File: src/rtl/cpu_mdu_arbiter.sv
// Two-requester round-robin front end for the shared multiply/divide unit: one
// operation in flight, result held in a shared buffer until its owner takes it.
module cpu_mdu_arbiter #(
    parameter int unsigned XLEN = 32
) (
    input  logic            clk,
    input  logic            reset,
    input  logic            req0_valid,
    output logic            req0_ready,
    input  logic [XLEN-1:0] req0_a,
    input  logic [XLEN-1:0] req0_b,
    input  logic [2:0]      req0_op,
    input  logic            req1_valid,
    output logic            req1_ready,
    input  logic [XLEN-1:0] req1_a,
    input  logic [XLEN-1:0] req1_b,
    input  logic [2:0]      req1_op,
    input  logic            flush0,
    input  logic            flush1,
    output logic            rsp0_valid,
    input  logic            rsp0_ready,
    output logic            rsp1_valid,
    input  logic            rsp1_ready,
    output logic [XLEN-1:0] rsp_result,
    output logic [XLEN-1:0] mdu_operand_a,
    output logic [XLEN-1:0] mdu_operand_b,
    output logic [2:0]      mdu_control,
    output logic            mdu_start,
    input  logic [XLEN-1:0] mdu_result,
    input  logic            mdu_ready,
    output logic            busy,
    output logic [1:0]      state_dbg
);

    localparam logic [1:0] S_IDLE  = 2'd0;
    localparam logic [1:0] S_ISSUE = 2'd1;
    localparam logic [1:0] S_WAIT  = 2'd2;
    localparam logic [1:0] S_RESP  = 2'd3;

    logic [1:0]      state_q, state_d;
    logic            rr_q, rr_d;
    logic            owner_q, owner_d;
    logic            discard_q, discard_d;
    logic [XLEN-1:0] opa_q, opa_d;
    logic [XLEN-1:0] opb_q, opb_d;
    logic [2:0]      ctl_q, ctl_d;
    logic [XLEN-1:0] res_q, res_d;

    logic elig0, elig1, grant1, accept;
    logic owner_flush, owner_rsp_ready;

    // Handshakes: a transfer happens on a rising edge where valid and ready are
    // both high; ready never waits on anything registered by the requester.
    always_comb begin
        elig0      = req0_valid && !flush0;
        elig1      = req1_valid && !flush1;
        grant1     = elig1 && (!elig0 || rr_q);
        req0_ready = (state_q == S_IDLE) && elig0 && !grant1;
        req1_ready = (state_q == S_IDLE) && grant1;
        accept     = req0_ready || req1_ready;
        owner_flush     = owner_q ? flush1 : flush0;
        owner_rsp_ready = owner_q ? rsp1_ready : rsp0_ready;
    end

    always_comb begin
        state_d   = state_q;
        rr_d      = rr_q;
        owner_d   = owner_q;
        discard_d = discard_q;
        opa_d     = opa_q;
        opb_d     = opb_q;
        ctl_d     = ctl_q;
        res_d     = res_q;
        case (state_q)
            S_IDLE: begin
                if (accept) begin
                    opa_d     = grant1 ? req1_a  : req0_a;
                    opb_d     = grant1 ? req1_b  : req0_b;
                    ctl_d     = grant1 ? req1_op : req0_op;
                    owner_d   = grant1;
                    discard_d = 1'b0;
                    rr_d      = !grant1;
                    state_d   = S_ISSUE;
                end
            end
            S_ISSUE: begin
                if (owner_flush) discard_d = 1'b1;
                state_d = S_WAIT;
            end
            S_WAIT: begin
                // A killed operation still runs to completion; only its result is dropped.
                if (owner_flush) discard_d = 1'b1;
                if (mdu_ready) begin
                    res_d   = mdu_result;
                    state_d = (discard_q || owner_flush) ? S_IDLE : S_RESP;
                end
            end
            S_RESP: begin
                if (owner_rsp_ready || owner_flush) state_d = S_IDLE;
            end
            default: state_d = S_IDLE;
        endcase
    end

    always_ff @(posedge clk or posedge reset) begin
        if (reset) begin
            state_q   <= S_IDLE;
            rr_q      <= 1'b0;
            owner_q   <= 1'b0;
            discard_q <= 1'b0;
            opa_q     <= '0;
            opb_q     <= '0;
            ctl_q     <= '0;
            res_q     <= '0;
        end else begin
            state_q   <= state_d;
            rr_q      <= rr_d;
            owner_q   <= owner_d;
            discard_q <= discard_d;
            opa_q     <= opa_d;
            opb_q     <= opb_d;
            ctl_q     <= ctl_d;
            res_q     <= res_d;
        end
    end

    // A flush in the response cycle hides the result from its owner immediately.
    assign rsp0_valid    = (state_q == S_RESP) && !owner_q && !flush0;
    assign rsp1_valid    = (state_q == S_RESP) &&  owner_q && !flush1;
    assign rsp_result    = res_q;
    assign mdu_operand_a = opa_q;
    assign mdu_operand_b = opb_q;
    assign mdu_control   = ctl_q;
    assign mdu_start     = (state_q == S_ISSUE);
    assign busy          = (state_q != S_IDLE);
    assign state_dbg     = state_q;

endmodule

File: config.mk
export PLATFORM = sky130hd
export DESIGN_NAME = cpu_mdu_arbiter
export DESIGN_NICKNAME = d
export VERILOG_FILES = /design/src/rtl/cpu_mdu_arbiter.sv
export SDC_FILE = /design/constraint.sdc
export NUM_CORES = 1
export LEC_CHECK = 0
export CAP_MARGIN = 20
export CORE_ASPECT_RATIO = 1.2
export CORE_UTILIZATION = 34
export CTS_CLUSTER_SIZE = 14
export DETAILED_ROUTE_END_ITERATION = 8
export GPL_TIMING_DRIVEN = 0
export HOLD_SLACK_MARGIN = 0.12
export PLACE_DENSITY_LB_ADDON = 0.2
export SLEW_MARGIN = 5
export SYNTH_ARGS = -nofsm -noshare
export SYNTH_HDL_FRONTEND = slang
export SYNTH_SLANG_ARGS = --single-unit
File: constraint.sdc
create_clock -name clk -period 3.45 [get_ports clk]
set_input_delay 0.5175 -clock clk [delete_from_list [all_inputs] [get_ports clk]]
set_output_delay 0.5175 -clock clk [all_outputs]
set_load 0.02 [all_outputs]
==> results.sh <==
export IMPL_synth_seq_area_share_pct=57.1
export IMPL_arrival_ns=2.63
export IMPL_p_comb_share_pct=52.8
export IMPL_total_power_mw=6.60
export IMPL_grt_pass1_vias=4396
export IMPL_track_usage_pct=20.8
export IMPL_r2r_start="state_dbg[0]"
export IMPL_ys_ff_latch=104
export IMPL_cp_start_kind="input port"
export IMPL_crit_end="req1_ready"
export IMPL_clkSinkCount=104
export IMPL_final_cells=814
export IMPL_drc_errors=0
export IMPL_p_per_area_nw_per_um2=837
export IMPL_status="completed"
export IMPL_grt_max_degree=60
export IMPL_swShare_pct=36.7
export IMPL_ys_top_cells_by_count="104 x dfrtp_1, 49 x a21o_1, 48 x a22o_1"
export IMPL_cts_root_buf="clkbuf_16"
export IMPL_via_per_inst=4.91
export IMPL_grt_overflow_total=0
export IMPL_num_antenna_cells=0
export IMPL_hpwl_um=11400
export IMPL_peakVddDrop_v=0.000412
export IMPL_path_class="input port to output port"
export IMPL_final_util_pct=61.5
export IMPL_syn_nets=532
export IMPL_intPower_mw=4.18
export IMPL_postPlaceCellArea_um2=7600
export IMPL_cts_resized=0
export IMPL_cts_path_max_buffers=2
export IMPL_avgSynthCellArea_um2=12.9
export IMPL_fmax_ghz=0.317
export IMPL_hold_ws_ns=0.480
export IMPL_max_slew_margin_pct=61.4
export IMPL_drtPass1Iterations=4
export IMPL_cts_setup_buffers=0
export IMPL_syn2layout_area_growth_pct=73.1
export IMPL_cts_buffers=9
export IMPL_htree_num_levels=3
export IMPL_fin_tns_setup_ns=0
export IMPL_post_place_cells=798
export IMPL_synth_edf_count=0
export IMPL_final_cell_area_um2=7890
export IMPL_worstMarginPinSlew_ns=0.580
export IMPL_finalWirelength_um=14300
export IMPL_synthCells=352
export IMPL_finalSetupViolCount=0
export IMPL_fillers=1100
export IMPL_r2r_slack_ns=1.54
export IMPL_crit_path_start="flush1"
export IMPL_die_h_um=129
export IMPL_maxCapViolations=0
export IMPL_required_ns=2.93
export IMPL_hold_buffers=0
export IMPL_synth_area_leaders="dfrtp_1 57%, a22o_1 9.2%, a21o_1 8.1%"
export IMPL_pwr_share_seq_pct=32.6
export IMPL_ys_flop_type="dfrtp_1"
export IMPL_grt_pass1_wl_um=22200
export IMPL_synth_most_common_cell="dfrtp_1"
export IMPL_crit_fanout=10
export IMPL_clkTransAtPathRegs_ns=0.06
export IMPL_pre_cts_ws_ns=0.283
export IMPL_start_util_pct=35.5
export IMPL_dieArea_um2=13900
export IMPL_setup_slack_ns=0.300
export IMPL_hold_class="register to register"
export IMPL_finClkSkew_ns=0.00909
export IMPL_gp_congestion=0.769
export IMPL_ys_types=34
export IMPL_r2r_end="rsp_result[25]"
export IMPL_insertion_delay_ns=0.34
export IMPL_cp_end_kind="output port"
export IMPL_core_area_um2=12800
export IMPL_drtAntennaViolNets=0
export IMPL_yosys_area_top_type="dfrtp_1"
export IMPL_port_buffer_count=281
export IMPL_synth_top_area_share_pct=57.1
export IMPL_die_w_um=108
export IMPL_fin_nets=825
export IMPL_finalMaxSlewViolations=0
export IMPL_antenna_found_initial=0
export IMPL_synth_area_um2=4560
export IMPL_num_rows=45
export IMPL_async_flop_share_pct=100
export IMPL_switchingPower_mw=2.42
export IMPL_cts_tree="built"
export IMPL_power_leakage_nw=3.64
export IMPL_wl_per_cell_um=17.6
export IMPL_finalHoldViolations=0
export IMPL_io_pins=282
export IMPL_ys_warn_count=0
export IMPL_min_period_ns=3.15
export IMPL_drive_above_1_share_pct=7.38
export IMPL_dr_first_iter_drc_count=141
export IMPL_rsz0062_at_grt="false"
export IMPL_power_frac_clock_pct=14.6
export IMPL_ff2ff_path_depth=5
export IMPL_num_vias=3995
export IMPL_fin_crit_sh_pct=91.3
-- sequential cells by signal, indices dropped and copies added, names as in the netlist --
register       count
state_dbg          2
owner_q            1
mdu_operand_a     32
mdu_control        3
rsp_result        32
discard_q          1
rr_q               1
mdu_operand_b     32
-- power by group through the flow --
stage | Sequential (mW) | Combinational [mW] | Clock, mW
2_1_floorplan | 2.83 | 1.13 | 0
4_1_cts | 2.15 | 3.54 | 0.997
6_report | 2.15 | 3.48 | 0.966
3_3_place_gp | 2.13 | 3.47 | 0
3_5_place_dp | 2.17 | 3.52 | 0
5_1_grt | 2.22 | 3.72 | 1.05
-- worst min-delay path by stage --
| stage | depth (start not counted) | endpoint | slack [ns] | start |
|---|---|---|---|---|
| floorplan | 2 | discard_q | 0.49 | discard_q |
| global placement | 2 | mdu_operand_a[27] | 0.47 | mdu_operand_a[27] |
| detailed placement | 2 | mdu_operand_a[27] | 0.47 | mdu_operand_a[27] |
| CTS | 2 | mdu_operand_a[27] | 0.49 | mdu_operand_a[27] |
| global route | 2 | mdu_operand_a[15] | 0.51 | mdu_operand_a[15] |
| finish | 2 | mdu_operand_a[29] | 0.48 | mdu_operand_a[29] |
-- layer usage --
layer / GRT usage (%) / part of all wire [%] / vias to the layer above
met4: 8.86 / 2.9 / 0
met2: 38.8 / 53 / 176
li1: - / - / 1866
met1: 21.0 / 35 / 1925
met3: 6.64 / 8.7 / 28
met5: 0 / 0 / -
-- placed cells by master, fill, tap and decap left out, types with 3 or more instances in the layout --
master / count
inv_1: 4
mux2_2: 10
dfrtp_1: 104
a21o_1: 49
o21ai_1: 19
a21oi_1: 3
clkbuf_16: 9
clkbuf_1: 6
mux2_1: 23
clkdlybuf4s50_1: 281
buf_1: 3
mux2i_1: 20
buf_6: 8
buf_2: 6
a22o_1: 48
ha_1: 5
nand2_1: 21
-- final cells by class --
type | count | area [um^2] | area share [%]
timing repair buffer | 282 | 2840 | 36.0
sequential | 104 | 2600 | 33.0
multi-input combinational | 218 | 1770 | 22.4
clock buffer | 12 | 256 | 3.25
tap | 164 | 205 | 2.60
buffer | 25 | 170 | 2.16
clock inverter | 4 | 28.8 | 0.365
inverter | 5 | 21.3 | 0.270
-- logic make-up after synthesis --
logic type	count (synthesis)	synth area share, %
simple gates	35	3.87
buf+inv	30	4.15
fa+ha+maj	5	1.37
compound gates	125	20.9
flops	104	57.1
mux	53	12.5
-- critical path, cell delays in order --
cell             delay, ns
clkdlybuf4s50_1       0.49
and2b_4               0.33
o21a_1                0.15
and2_1                0.12
clkbuf_2              0.15
buf_2                 0.23
clkdlybuf4s50_1       0.63
No activity file was read; power rests on OpenSTA's default activity.
